File: src/rtl/bcd_addsub_serial.sv
// bcd_addsub_serial: digit-serial packed-BCD add/subtract, LSD first; define BCD_SIGN_MAG_EN for sign-magnitude subtraction results
module bcd_addsub_serial #(
  parameter int DIGITS = 4
) (
  input  logic                clk,
  input  logic                rst_n,
  input  logic                start,
  input  logic                sub,
  input  logic [4*DIGITS-1:0] a,
  input  logic [4*DIGITS-1:0] b,
  output logic                busy,
  output logic                done,
  output logic [4*DIGITS-1:0] result,
  output logic                cout,
  output logic                neg,
  output logic                err
);
  localparam int W = 4 * DIGITS;
  localparam int IW = DIGITS > 1 ? $clog2(DIGITS) : 1;
`ifdef BCD_SIGN_MAG_EN
  typedef enum logic [1:0] {IDLE, RUN, NEGATE, DONE} state_t;
`else
  typedef enum logic [1:0] {IDLE, RUN, DONE} state_t;
`endif
  state_t state_q, state_d;
  logic [W-1:0] a_q, a_d, b_q, b_d, res_q, res_d, result_q, result_d;
  logic [IW-1:0] idx_q, idx_d;
  logic sub_q, sub_d, c_q, c_d, inv_q, inv_d, cout_q, cout_d, err_q, err_d;
  logic bad, op, last, cnext;
  logic [3:0] x, y, dig;
  logic [4:0] sa, sd;
`ifdef BCD_SIGN_MAG_EN
  logic neg_q, neg_d;
  assign neg = neg_q;
`else
  assign neg = 1'b0;
`endif
  assign busy   = state_q != IDLE && state_q != DONE;
  assign done   = state_q == DONE;
  assign result = result_q;
  assign cout   = cout_q;
  assign err    = err_q;
  // flag any non-decimal digit on the incoming operands
  always_comb begin
    bad = 1'b0;
    for (int i = 0; i < DIGITS; i++) bad = bad | (a[4*i+:4] > 4'd9) | (b[4*i+:4] > 4'd9);
  end
  // one digit step per cycle; NEGATE reuses the subtract path as 0 - result
  always_comb begin
    state_d  = state_q;
    a_d      = a_q;
    b_d      = b_q;
    res_d    = res_q;
    result_d = result_q;
    idx_d    = idx_q;
    sub_d    = sub_q;
    c_d      = c_q;
    inv_d    = inv_q;
    cout_d   = cout_q;
    err_d    = err_q;
`ifdef BCD_SIGN_MAG_EN
    neg_d    = neg_q;
`endif
    last  = idx_q == IW'(DIGITS - 1);
    x     = state_q == RUN ? a_q[3:0] : 4'd0;
    y     = state_q == RUN ? b_q[3:0] : res_q[3:0];
    op    = state_q == RUN ? sub_q : 1'b1;
    sa    = {1'b0, x} + {1'b0, y} + {4'd0, c_q};
    sd    = {1'b0, x} - {1'b0, y} - {4'd0, c_q};
    cnext = op ? sd[4] : sa > 5'd9;
    dig   = op ? (sd[4] ? 4'(sd + 5'd10) : sd[3:0]) : (cnext ? 4'(sa - 5'd10) : sa[3:0]);
    case (state_q)
      IDLE: if (start) begin
        a_d     = a;
        b_d     = b;
        sub_d   = sub;
        inv_d   = bad;
        idx_d   = '0;
        c_d     = 1'b0;
        state_d = RUN;
      end
      DONE: state_d = IDLE;
      default: begin
        a_d   = a_q >> 4;
        b_d   = b_q >> 4;
        res_d = W'({dig, res_q} >> 4);
        c_d   = cnext;
        idx_d = idx_q + 1'b1;
        if (last) begin
          state_d = DONE;
          idx_d   = '0;
          c_d     = 1'b0;
`ifdef BCD_SIGN_MAG_EN
          if (state_q == RUN && sub_q && cnext && !inv_q) state_d = NEGATE;
`endif
        end
      end
    endcase
    if (state_d == DONE) begin
      result_d = inv_q ? '0 : res_d;
      cout_d   = !inv_q && (cnext || state_q != RUN);
      err_d    = inv_q;
`ifdef BCD_SIGN_MAG_EN
      neg_d    = state_q == NEGATE;
`endif
    end
  end
  // state register with synchronous active-low reset
  always_ff @(posedge clk) begin
    if (!rst_n) begin
      state_q  <= IDLE;
      a_q      <= '0;
      b_q      <= '0;
      res_q    <= '0;
      result_q <= '0;
      idx_q    <= '0;
      sub_q    <= 1'b0;
      c_q      <= 1'b0;
      inv_q    <= 1'b0;
      cout_q   <= 1'b0;
      err_q    <= 1'b0;
`ifdef BCD_SIGN_MAG_EN
      neg_q    <= 1'b0;
`endif
    end else begin
      state_q  <= state_d;
      a_q      <= a_d;
      b_q      <= b_d;
      res_q    <= res_d;
      result_q <= result_d;
      idx_q    <= idx_d;
      sub_q    <= sub_d;
      c_q      <= c_d;
      inv_q    <= inv_d;
      cout_q   <= cout_d;
      err_q    <= err_d;
`ifdef BCD_SIGN_MAG_EN
      neg_q    <= neg_d;
`endif
    end
  end
endmodule
File: config.mk
export PLATFORM = sky130hd
export DESIGN_NAME = bcd_addsub_serial
export DESIGN_NICKNAME = d
export VERILOG_FILES = /design/src/rtl/bcd_addsub_serial.sv
export SDC_FILE = /design/constraint.sdc
export NUM_CORES = 1
export LEC_CHECK = 0
export BUFFER_PORTS_ARGS = -buffer_cell sky130_fd_sc_hd__clkbuf_2
export CAP_MARGIN = 20
export CORE_MARGIN = 2
export CORE_UTILIZATION = 51
export DETAILED_ROUTE_END_ITERATION = 12
export PLACE_DENSITY = 0.76
export SLEW_MARGIN = 15
export SYNTH_ARGS = -nofsm -noshare
export SYNTH_HDL_FRONTEND = slang
export SYNTH_SLANG_ARGS = --single-unit
export TNS_END_PERCENT = 5
File: constraint.sdc
create_clock -name clk -period 3.1 [get_ports clk]
set_clock_uncertainty 0.15 [all_clocks]
set_input_delay 0.155 -clock clk [delete_from_list [all_inputs] [get_ports clk]]
set_output_delay 0.155 -clock clk [all_outputs]
set_load 0.01 [all_outputs]
==> reports/results.ini, run 1 <==
[status]
status = finished, violations left
violations = negative setup slack

[drt]
routed_wl_um = 8461
vias = 3160
wire_per_inst_um = 14.13
vias_per_cell = 5.275
postRouteAntennaNets = 0
route.detailed.drc = 0
drt_pass1_iterations = 4
drt_iter0_markers = 201

[layout]
fin_nets = 549
drive_gt1_share_pct = 23.26
syn_to_final_growth_pct = 20.47
insertedDiodeCount = 0

[synthesis]
ys_top_cells_by_count = nand2_1, dfxtp_1, a21oi_1, nor2b_1
yosys.area.top_type = dfxtp_1
ys_ff_latch = 73
ys_async_sr_fraction_pct = 0
ys_types = 47
synthAdderAreaFrac_pct = 5.527
yosys_warnings = 0
synth_area_per_cell_um2 = 8.373
syn_inst = 438
synth-main-ff-cell = dfxtp_1
synth-seq-area-share_pct = 39.85
netlist_area_mm2 = 0.003667
muxShareOfSynthArea_pct = 5.220
synthSimpleGateAreaFrac_pct = 22.21
yosys-top-cells-area = dfxtp_1, nand2_1, a21oi_1, nor2b_1, mux2i_1
synth_top_family_by_area = simple AND/OR/NAND/NOR gates
synth_most_common_cell = nand2_1
yosysTopAreaCellShare_pct = 39.85
synth-edff-count = 0
synth-xor-area-share_pct = 2.115
synth_nets = 489
synth_compound_area_share_pct = 19.58

[clocking]
clock_latency_ns = 0.35
htreeDepth = 3
numCtsBuffers = 9
root_buffer = clkbuf_8
clk_pin_slew_ns = 0.08
clock-sinks = 73
cts_tree = built
cts.path.max_buffers = 2

[critical_path]
crit_path_end_kind = register
worstPathCellList = nand2b_4, and2_4, a21o_1, ha_2, nand2b_4, fa_2, xor2_4, ha_2, nand2_1, a32o_2, nand3_2, o221a_4, mux2i_4, o22ai_1
reg2regPathDepth = 14
critPathMaxFanout = 4
crit_path_start_kind = register
path_buf_inv = 0
timing.critical_path.max_delay_family = adder cells
cp_slowest_cell = fa_2
critPathMaxStageDelay_ns = 0.41
crit_cells = 14
criticalPathCategory = register to register
worstPathRequired_ns = 3.17
arrival_ns = 3.17

[global_route]
grt_max_degree = 77
track_usage_pct = 22.88
grt_pass1_vias = 2994
grt_pass1_wl_um = 14100
grt_overflow_total = 0
antenna_found_initial = 0

[min_path]
min_path_cells = 5
holdCritPathClass = input pin to register

[sta]
slew_viol_final = 0
setup_ws_ns = -0.0002700
min_period_over_period_pct = 100.0
fin_crit_ns = 3.100
timing.fmax_mhz = 322.6
worst_slew_pin_slew_ns = 1.028
final_hold_viol_count = 0
rsz0062_at_grt = true
finalSetupViolCount = 1
setup_tns_ns = -0.0002700
relSlewSlack_pct = 31.19

[pwr]
powerDensity_mw_per_mm2 = 476.4
ir_drop_mv = 0.3894
leakagePower_nw = 1.922
finalPower_mw = 2.105

[place]
gp_congestion = 0.8775
place_hpwl_um = 5870
port_buffers = 55

[die]
io-pin-count = 57
start_util_pct = 53.39
dieArea_mm2 = 0.007885
num_rows = 30
die_w_um = 88.80
core-area_mm2 = 0.006869
die_h_um = 88.80

[flow_run]
cap_violations = 0

==> tightest hold or removal path, cell delays in order <==
cell,delay (ns)
clkbuf_2,0.09
nand2_1,0.05
a21oi_1,0.05
a21oi_1,0.11
nor2b_1,0.05
==> flip-flops by register name, indices dropped and copies added (netlist names) <==
register,count
sub_q,1
state_q,2
res_q,16
a_q,16
inv_q,1
b_q,16
err,1
c_q,1
cout,1
result,16
idx_q,2
==> path summary, 6_finish.rpt <==
| path | from | to | slack, ns |
|---|---|---|---|
| min reg2reg | a_q[13]$_SDFFE_PN0P_ | a_q[13]$_SDFFE_PN0P_ | 0.31 |
| max reg2reg | state_q[1]$_SDFF_PN0_ | res_q[14]$_SDFF_PN0_ | -0.0003 |
| max | state_q[1]$_SDFF_PN0_ | res_q[14]$_SDFF_PN0_ | -0.0003 |
| min | a[7] | a_q[7]$_SDFFE_PN0P_ | 0.04 |
==> routing by layer <==
layer  track usage [%]  vias to the layer above  part of all wire [%]
li1                  -                     1597                     -
met1             32.44                     1495                    48
met2             35.48                       56                    47
met3             4.291                       12                   3.6
met4             6.887                        0                   1.3
met5                 0                        -                     0
==> cells in the final DEF, fill, tap and decap left out, types with 4 or more instances in the layout <==
| master | count |
|---|---|
| a21o_1 | 4 |
| a21oi_1 | 58 |
| buf_4 | 15 |
| inv_1 | 13 |
| dfxtp_1 | 71 |
| clkbuf_2 | 55 |
| nand2_1 | 86 |
| nor2_1 | 14 |
| nor2b_1 | 41 |
| mux2i_1 | 17 |
| dlygate4sd3_1 | 9 |
| xnor2_1 | 5 |
| ha_1 | 10 |
| clkbuf_8 | 9 |
| clkinvlp_4 | 4 |
| o21ai_0 | 13 |
| a22o_1 | 16 |
==> per-stage QoR <==
step                setup slack (ns)  hold WS (ns)  area [µm²]  std cells  util (%)
floorplan                    0.05372        0.1410        3677        438         -
global placement             0.04715        0.2303        4029        572     58.65
detailed placement          -0.03646        0.2435        4029        572     58.65
CTS                         -0.02853       0.02904        4339        597     63.17
global route                 -0.1191       0.06507        4418        599     64.32
finish                    -0.0002700       0.04007        4418        599     64.32
==> layout make-up <==
type / instances / area [µm²]
Fill cell: 569 / 2451
Multi-Input combinational cell: 321 / 2100
Sequential cell: 73 / 1466
Timing Repair Buffer: 79 / 478.0
Clock buffer: 9 / 123.9
Tap cell: 96 / 120.1
Clock inverter: 7 / 77.57
Inverter: 14 / 52.55
==> power breakdown <==
part	switching, mW	total, mW	internal (mW)
Clock	0.383	0.759	0.376
Sequential	0.0258	1.00	0.975
Combinational	0.189	0.345	0.156
==> timing repair <==
item / CTS / global route
setup buffers: 0 / 2
endpoints found under the hold margin: 9 / 0
hold buffers: 9 / 0
gates resized for setup: 3 / 18
pin swaps: 1 / 4
endpoints found under the setup margin: 5 / 8
==> logic make-up after synthesis <==
kind of cell / after synthesis
adders and majority gates: 15
muxes: 19
buffers and inverters: 44
other: 1
AOI/OAI and AO/OA: 112
xor gates and xnor gates: 8
DFF: 73
and+or+nand+nor: 166
(Power assumes the default switching activity.)
==> run 2: changes to the inputs <==
SKIP_CTS_REPAIR_TIMING = 1   (was unset)
==> run 2 against run 1 <==
The run still ends with negative setup slack left. Cell count unchanged. Power shrank 0.25%. Largest cell class unchanged. Die area is the same. Critical path type unchanged. Setup slack got worse by 0.0098 ns. Global-route usage down 0.30 points. Final area is the same. Clock power fell by 0.7%. Register-to-register slack about the same. Combinational power about the same. Flip-flop and latch count unchanged.
==> reports/results.ini, run 2 (synthesis results as in run 1) <==
[sta]
fin_crit_ns = 3.110  ; was 3.100 ns
timing.fmax_mhz = 321.5  ; was 322.6 MHz
rsz0062_at_grt = true  ; unchanged
relSlewSlack_pct = 32.27  ; was 31.19%
finalSetupViolCount = 1  ; unchanged
setup_ws_ns = -0.01005  ; was -0.0002700 ns
slew_viol_final = 0  ; unchanged
final_hold_viol_count = 0  ; unchanged
min_period_over_period_pct = 100.3  ; was 100.0%
worst_slew_pin_slew_ns = 1.012  ; was 1.028 ns
whs_ns = 0.04398  ; was 0.04007 ns
setup_tns_ns = -0.01005  ; was -0.0002700 ns

[place]
post-place-cells = 572  ; unchanged
gp_congestion = 0.8775  ; unchanged
place_ws_ns = -0.03646  ; unchanged
dpl_cell_area_mm2 = 0.004029  ; unchanged
port_buffers = 55  ; unchanged
place_hpwl_um = 5870  ; unchanged

[status]
status = finished, violations left  ; unchanged
violations = negative setup slack  ; unchanged

[critical_path]
crit_path_start_kind = register  ; unchanged
rrSetupSlack_ns = -0.01  ; was -0.0003 ns
worstPathCellList = nand2b_4, and2_4, a21o_1, ha_2, nand2b_4, fa_2, xor2_4, ha_2, nand2_1, a32o_2, nand3_2, o221a_4, mux2i_4, o22ai_1  ; unchanged
reg2regPathDepth = 14  ; unchanged
critPathMaxFanout = 4  ; unchanged
critPathMaxStageDelay_ns = 0.41  ; about the same
r2r-end = res_q[14]$_SDFF_PN0_  ; unchanged
cp_slowest_cell = fa_2  ; unchanged
r2r_start = state_q[1]$_SDFF_PN0_  ; unchanged
criticalPathCategory = register to register  ; unchanged
crit_path_end_kind = register  ; unchanged
worstPathRequired_ns = 3.17  ; about the same
arrival_ns = 3.18  ; was 3.17 ns

[clocking]
htreeDepth = 3  ; unchanged
clock-sinks = 73  ; unchanged
numCtsBuffers = 9  ; unchanged
cts_tree = built  ; unchanged
cts.path.max_buffers = 2  ; unchanged
clock_latency_ns = 0.35  ; about the same
clk_pin_slew_ns = 0.08  ; about the same
root_buffer = clkbuf_8  ; unchanged

[layout]
final_common_cell = nand2_1  ; unchanged
layout_common_cells = nand2_1, dfxtp_1, a21oi_1  ; unchanged
final_area_mm2 = 0.004418  ; unchanged
drive_gt1_share_pct = 23.26  ; unchanged
finish.utilization_pct = 64.32  ; unchanged
syn_to_final_growth_pct = 20.47  ; unchanged
insertedDiodeCount = 0  ; unchanged
fillCellCount = 571  ; was 569
finalNonFillerCells = 599  ; unchanged
fin_nets = 549  ; unchanged

[drt]
vias = 3162  ; was 3,160
postRouteAntennaNets = 0  ; unchanged
wire_per_inst_um = 14.03  ; was 14.13 µm
vias_per_cell = 5.279  ; was 5.275
drt_pass1_iterations = 5  ; was 4
route.detailed.drc = 0  ; unchanged
routed_wl_um = 8401  ; was 8461 µm
drt_iter0_markers = 155  ; was 201

[die]
num_rows = 30  ; unchanged
core-area_mm2 = 0.006869  ; unchanged
start_util_pct = 53.39  ; unchanged
dieArea_mm2 = 0.007885  ; unchanged
io-pin-count = 57  ; unchanged
die_h_um = 88.80  ; unchanged
die_w_um = 88.80  ; unchanged

[flow_run]
cap_violations = 0  ; unchanged

[min_path]
min_path_cells = 5  ; unchanged
holdPathEnd = b_q[8]$_SDFFE_PN0P_  ; was a_q[7]$_SDFFE_PN0P_
holdCritPathClass = input pin to register  ; unchanged
hp-start = b[8]  ; was a[7]

[pwr]
powerDensity_mw_per_mm2 = 475.2  ; was 476.4 mW/mm²
finalPower_mw = 2.100  ; was 2.105 mW
leakagePower_nw = 1.922  ; unchanged
ir_drop_mv = 0.3854  ; was 0.3894 mV

[global_route]
track_usage_pct = 22.59  ; was 22.88%
grt_overflow_total = 0  ; unchanged
antenna_found_initial = 0  ; unchanged
grt_pass1_vias = 2962  ; was 2,994
grt_pass1_wl_um = 13920  ; was 14,100 µm
grt_max_degree = 77  ; unchanged

[run 2: worst max-delay path by stage]
stage,startpoint,endpoint,cells after the start
3_3_place_gp,state_q[0]$_SDFF_PN0_,result[14]$_SDFFE_PN0N_,14
2_1_floorplan,state_q[1]$_SDFF_PN0_,result[14]$_SDFFE_PN0N_,13
3_5_place_dp,state_q[0]$_SDFF_PN0_,result[14]$_SDFFE_PN0N_,14
5_1_grt,state_q[1]$_SDFF_PN0_,res_q[14]$_SDFF_PN0_,14
6_report,state_q[1]$_SDFF_PN0_,res_q[14]$_SDFF_PN0_,14
4_1_cts,state_q[0]$_SDFF_PN0_,result[14]$_SDFFE_PN0N_,14
[run 2: per-layer routing]
metal  GRT usage [%]  up-vias  wire [µm]  part of all wire, %
li1                -     1599          -                    -
met1           32.08     1508       4049                   48
met2           34.87       48       4002                   48
met3           4.291        7        281                  3.3
met4           6.887        0         68                 0.81
met5               0        -          0                    0
[run 2: report_power, final]
part,total [mW],leakage [nW],internal [mW],switching [mW]
Sequential,1.00,0.595,0.975,0.0257
Combinational,0.345,1.24,0.156,0.189
Clock,0.754,0.0885,0.376,0.378
[run 2: final cells by class]
type	instances	area, µm²	area share (%)
Clock buffer	9	123.9	2.804
Clock inverter	7	77.57	1.756
Multi-Input combinational cell	321	2100	47.52
Timing Repair Buffer	79	478.0	10.82
Tap cell	96	120.1	2.719
Inverter	14	52.55	1.189
Sequential cell	73	1466	33.19
[run 2: critical path: cells and delay by family, from the launching register on]
family | cells | cell delay, ns
mux | 1 | 0.25
fa+ha+maj | 3 | 0.78
compound gates | 4 | 0.70
flops | 1 | 0.32
xor+xnor | 1 | 0.20
simple gates | 5 | 0.58
==> run 3: changes to the inputs <==
SETUP_SLACK_MARGIN = 0.4   (was unset)
==> run 3 against run 2 <==
The flow now finishes without violations. Setup slack improved by 0.046 ns. Largest power group unchanged. Routed wire length up 1.6%. Non-clock buffer count shrank 4. Critical path depth is the same. Clock-buffer cell count unchanged. Die area unchanged. Final area decreased by 0.34%. Flip-flop and latch count did not move. Hold slack worse by 0.013 ns. Clock power is 12% higher. Largest cell class unchanged. Sequential share of layout area increased by 0.11 points.
==> reports/results.ini, run 3 (synthesis results as in run 1) <==
[layout]
drive_gt1_share_pct = 22.85  ; was 23.26%
fin_nets = 545  ; was 549
insertedDiodeCount = 0  ; unchanged
layout_common_cells = nand2_1, dfxtp_1, a21oi_1  ; unchanged
final_area_mm2 = 0.004403  ; was 0.004418 mm²
final_common_cell = nand2_1  ; unchanged
finalNonFillerCells = 595  ; was 599
fillCellCount = 587  ; was 571
syn_to_final_growth_pct = 20.06  ; was 20.47%

[min_path]
min_path_cells = 5  ; unchanged
hp-start = b[4]  ; was b[8]
holdCritPathClass = input pin to register  ; unchanged
holdPathEnd = b_q[4]$_SDFFE_PN0P_  ; was b_q[8]$_SDFFE_PN0P_

[critical_path]
critPathMaxStageDelay_ns = 0.40  ; was 0.41 ns
r2r_start = state_q[0]$_SDFF_PN0_  ; was state_q[1]$_SDFF_PN0_
r2r-end = res_q[14]$_SDFF_PN0_  ; unchanged
rrSetupSlack_ns = 0.04  ; was -0.01 ns
crit_path_end_kind = register  ; unchanged
critPathMaxFanout = 5  ; was 4
cp_slowest_cell = dfxtp_4  ; was fa_2
crit_path_start_kind = register  ; unchanged
reg2regPathDepth = 14  ; unchanged
criticalPathCategory = register to register  ; unchanged
worstPathCellList = nand2b_4, and2_4, a21o_1, ha_2, nand2b_4, fa_2, xor2_4, ha_2, nand2_1, a32o_2, nand3_2, o221a_4, mux2i_1, o22ai_1  ; was nand2b_4, and2_4, a21o_1, ha_2, nand2b_4, fa_2, xor2_4, ha_2, nand2_1, a32o_2, nand3_2, o221a_4, mux2i_4, o22ai_1
worstPathRequired_ns = 3.18  ; was 3.17 ns
arrival_ns = 3.15  ; was 3.18 ns

[place]
post-place-cells = 569  ; was 572
place_hpwl_um = 5827  ; was 5870 µm
dpl_cell_area_mm2 = 0.004030  ; was 0.004029 mm²
port_buffers = 55  ; unchanged
gp_congestion = 0.9035  ; was 0.8775

[sta]
slew_viol_final = 0  ; unchanged
worst_slew_pin_slew_ns = 1.045  ; was 1.012 ns
fin_crit_ns = 3.064  ; was 3.110 ns
min_period_over_period_pct = 98.83  ; was 100.3%
finalSetupViolCount = 0  ; was 1
setup_tns_ns = 0  ; was -0.01005 ns
rsz0062_at_grt = true  ; unchanged
timing.fmax_mhz = 326.4  ; was 321.5 MHz
relSlewSlack_pct = 30.04  ; was 32.27%
final_hold_viol_count = 0  ; unchanged
whs_ns = 0.03056  ; was 0.04398 ns

[drt]
routed_wl_um = 8539  ; was 8401 µm
drt_pass1_iterations = 4  ; was 5
drt_iter0_markers = 160  ; was 155
route.detailed.drc = 0  ; unchanged
postRouteAntennaNets = 0  ; unchanged
vias = 3163  ; was 3,162
wire_per_inst_um = 14.35  ; was 14.03 µm
vias_per_cell = 5.316  ; was 5.279

[flow_run]
cap_violations = 0  ; unchanged

[global_route]
antenna_found_initial = 0  ; unchanged
track_usage_pct = 22.71  ; was 22.59%
grt_pass1_vias = 2948  ; was 2,962
grt_overflow_total = 0  ; unchanged
grt_pass1_wl_um = 13720  ; was 13,920 µm
grt_max_degree = 68  ; was 77

[pwr]
powerDensity_mw_per_mm2 = 496.3  ; was 475.2 mW/mm²
finalPower_mw = 2.185  ; was 2.100 mW
ir_drop_mv = 0.4448  ; was 0.3854 mV
leakagePower_nw = 1.908  ; was 1.922 nW

[status]
status = finished, final reports clean  ; was finished, violations left

[die]
die_h_um = 88.80  ; unchanged
start_util_pct = 53.39  ; unchanged
die_w_um = 88.80  ; unchanged
io-pin-count = 57  ; unchanged
num_rows = 30  ; unchanged
core-area_mm2 = 0.006869  ; unchanged
dieArea_mm2 = 0.007885  ; unchanged

[clocking]
cts.path.max_buffers = 2  ; unchanged
root_buffer = clkbuf_8  ; unchanged
clk_pin_slew_ns = 0.08  ; about the same
numCtsBuffers = 9  ; unchanged
clock_latency_ns = 0.35  ; about the same
clock-sinks = 73  ; unchanged
cts_tree = built  ; unchanged
htreeDepth = 3  ; unchanged

[run 3: how the worst max path moves through the flow]
stage                                     start                   end  cells after the start
after global routing      state_q[1]$_SDFF_PN0_  res_q[14]$_SDFF_PN0_                     14
after detailed placement  state_q[0]$_SDFF_PN0_  res_q[14]$_SDFF_PN0_                     13
after CTS                 state_q[0]$_SDFF_PN0_  res_q[14]$_SDFF_PN0_                     13
after global placement    state_q[0]$_SDFF_PN0_  res_q[14]$_SDFF_PN0_                     14
final                     state_q[0]$_SDFF_PN0_  res_q[14]$_SDFF_PN0_                     14
after floorplan           state_q[0]$_SDFF_PN0_  res_q[14]$_SDFF_PN0_                     15
[run 3: where the power goes]
group / leakage [nW] / switching (mW) / total (mW) / internal (mW)
clock: 0.102 / 0.385 / 0.843 / 0.458
sequential: 0.595 / 0.0272 / 1.00 / 0.975
combinational: 1.21 / 0.187 / 0.340 / 0.153
[run 3: worst max-delay path: cells and delay by family (launching register included)]
kind	cells	cell delay, ns
AOI/OAI and AO/OA	4	0.67
xor gates and xnor gates	1	0.20
adders and majority gates	3	0.77
DFF	1	0.40
muxes	1	0.25
and+or+nand+nor	5	0.49
[run 3: final cells by class]
type / count / area, µm² / area share, %
inverter: 14 / 52.55 / 1.194
timing repair buffer: 75 / 447.9 / 10.17
multi-input combinational: 321 / 2092 / 47.51
sequential: 73 / 1466 / 33.31
clock buffer: 9 / 123.9 / 2.813
clock inverter: 7 / 100.1 / 2.273
tap: 96 / 120.1 / 2.728
[run 3: metal layers]
| metal | wire (µm) | global-route usage [%] | vias up |
|---|---|---|---|
| met5 | 0 | 0 | - |
| li1 | - | - | 1596 |
| met4 | 152 | 8.402 | 0 |
| met1 | 3868 | 31.33 | 1477 |
| met3 | 446 | 5.131 | 12 |
| met2 | 4071 | 34.80 | 78 |
[run 3: through the flow]
step | utilization (%) | setup WS, ns
after detailed placement | 58.67 | 0.002482
after CTS | 61.93 | -0.01644
after global routing | 64.10 | -0.1145
after floorplan | - | 0.1131
final | 64.10 | 0.03635
after global placement | 58.67 | 0.08391
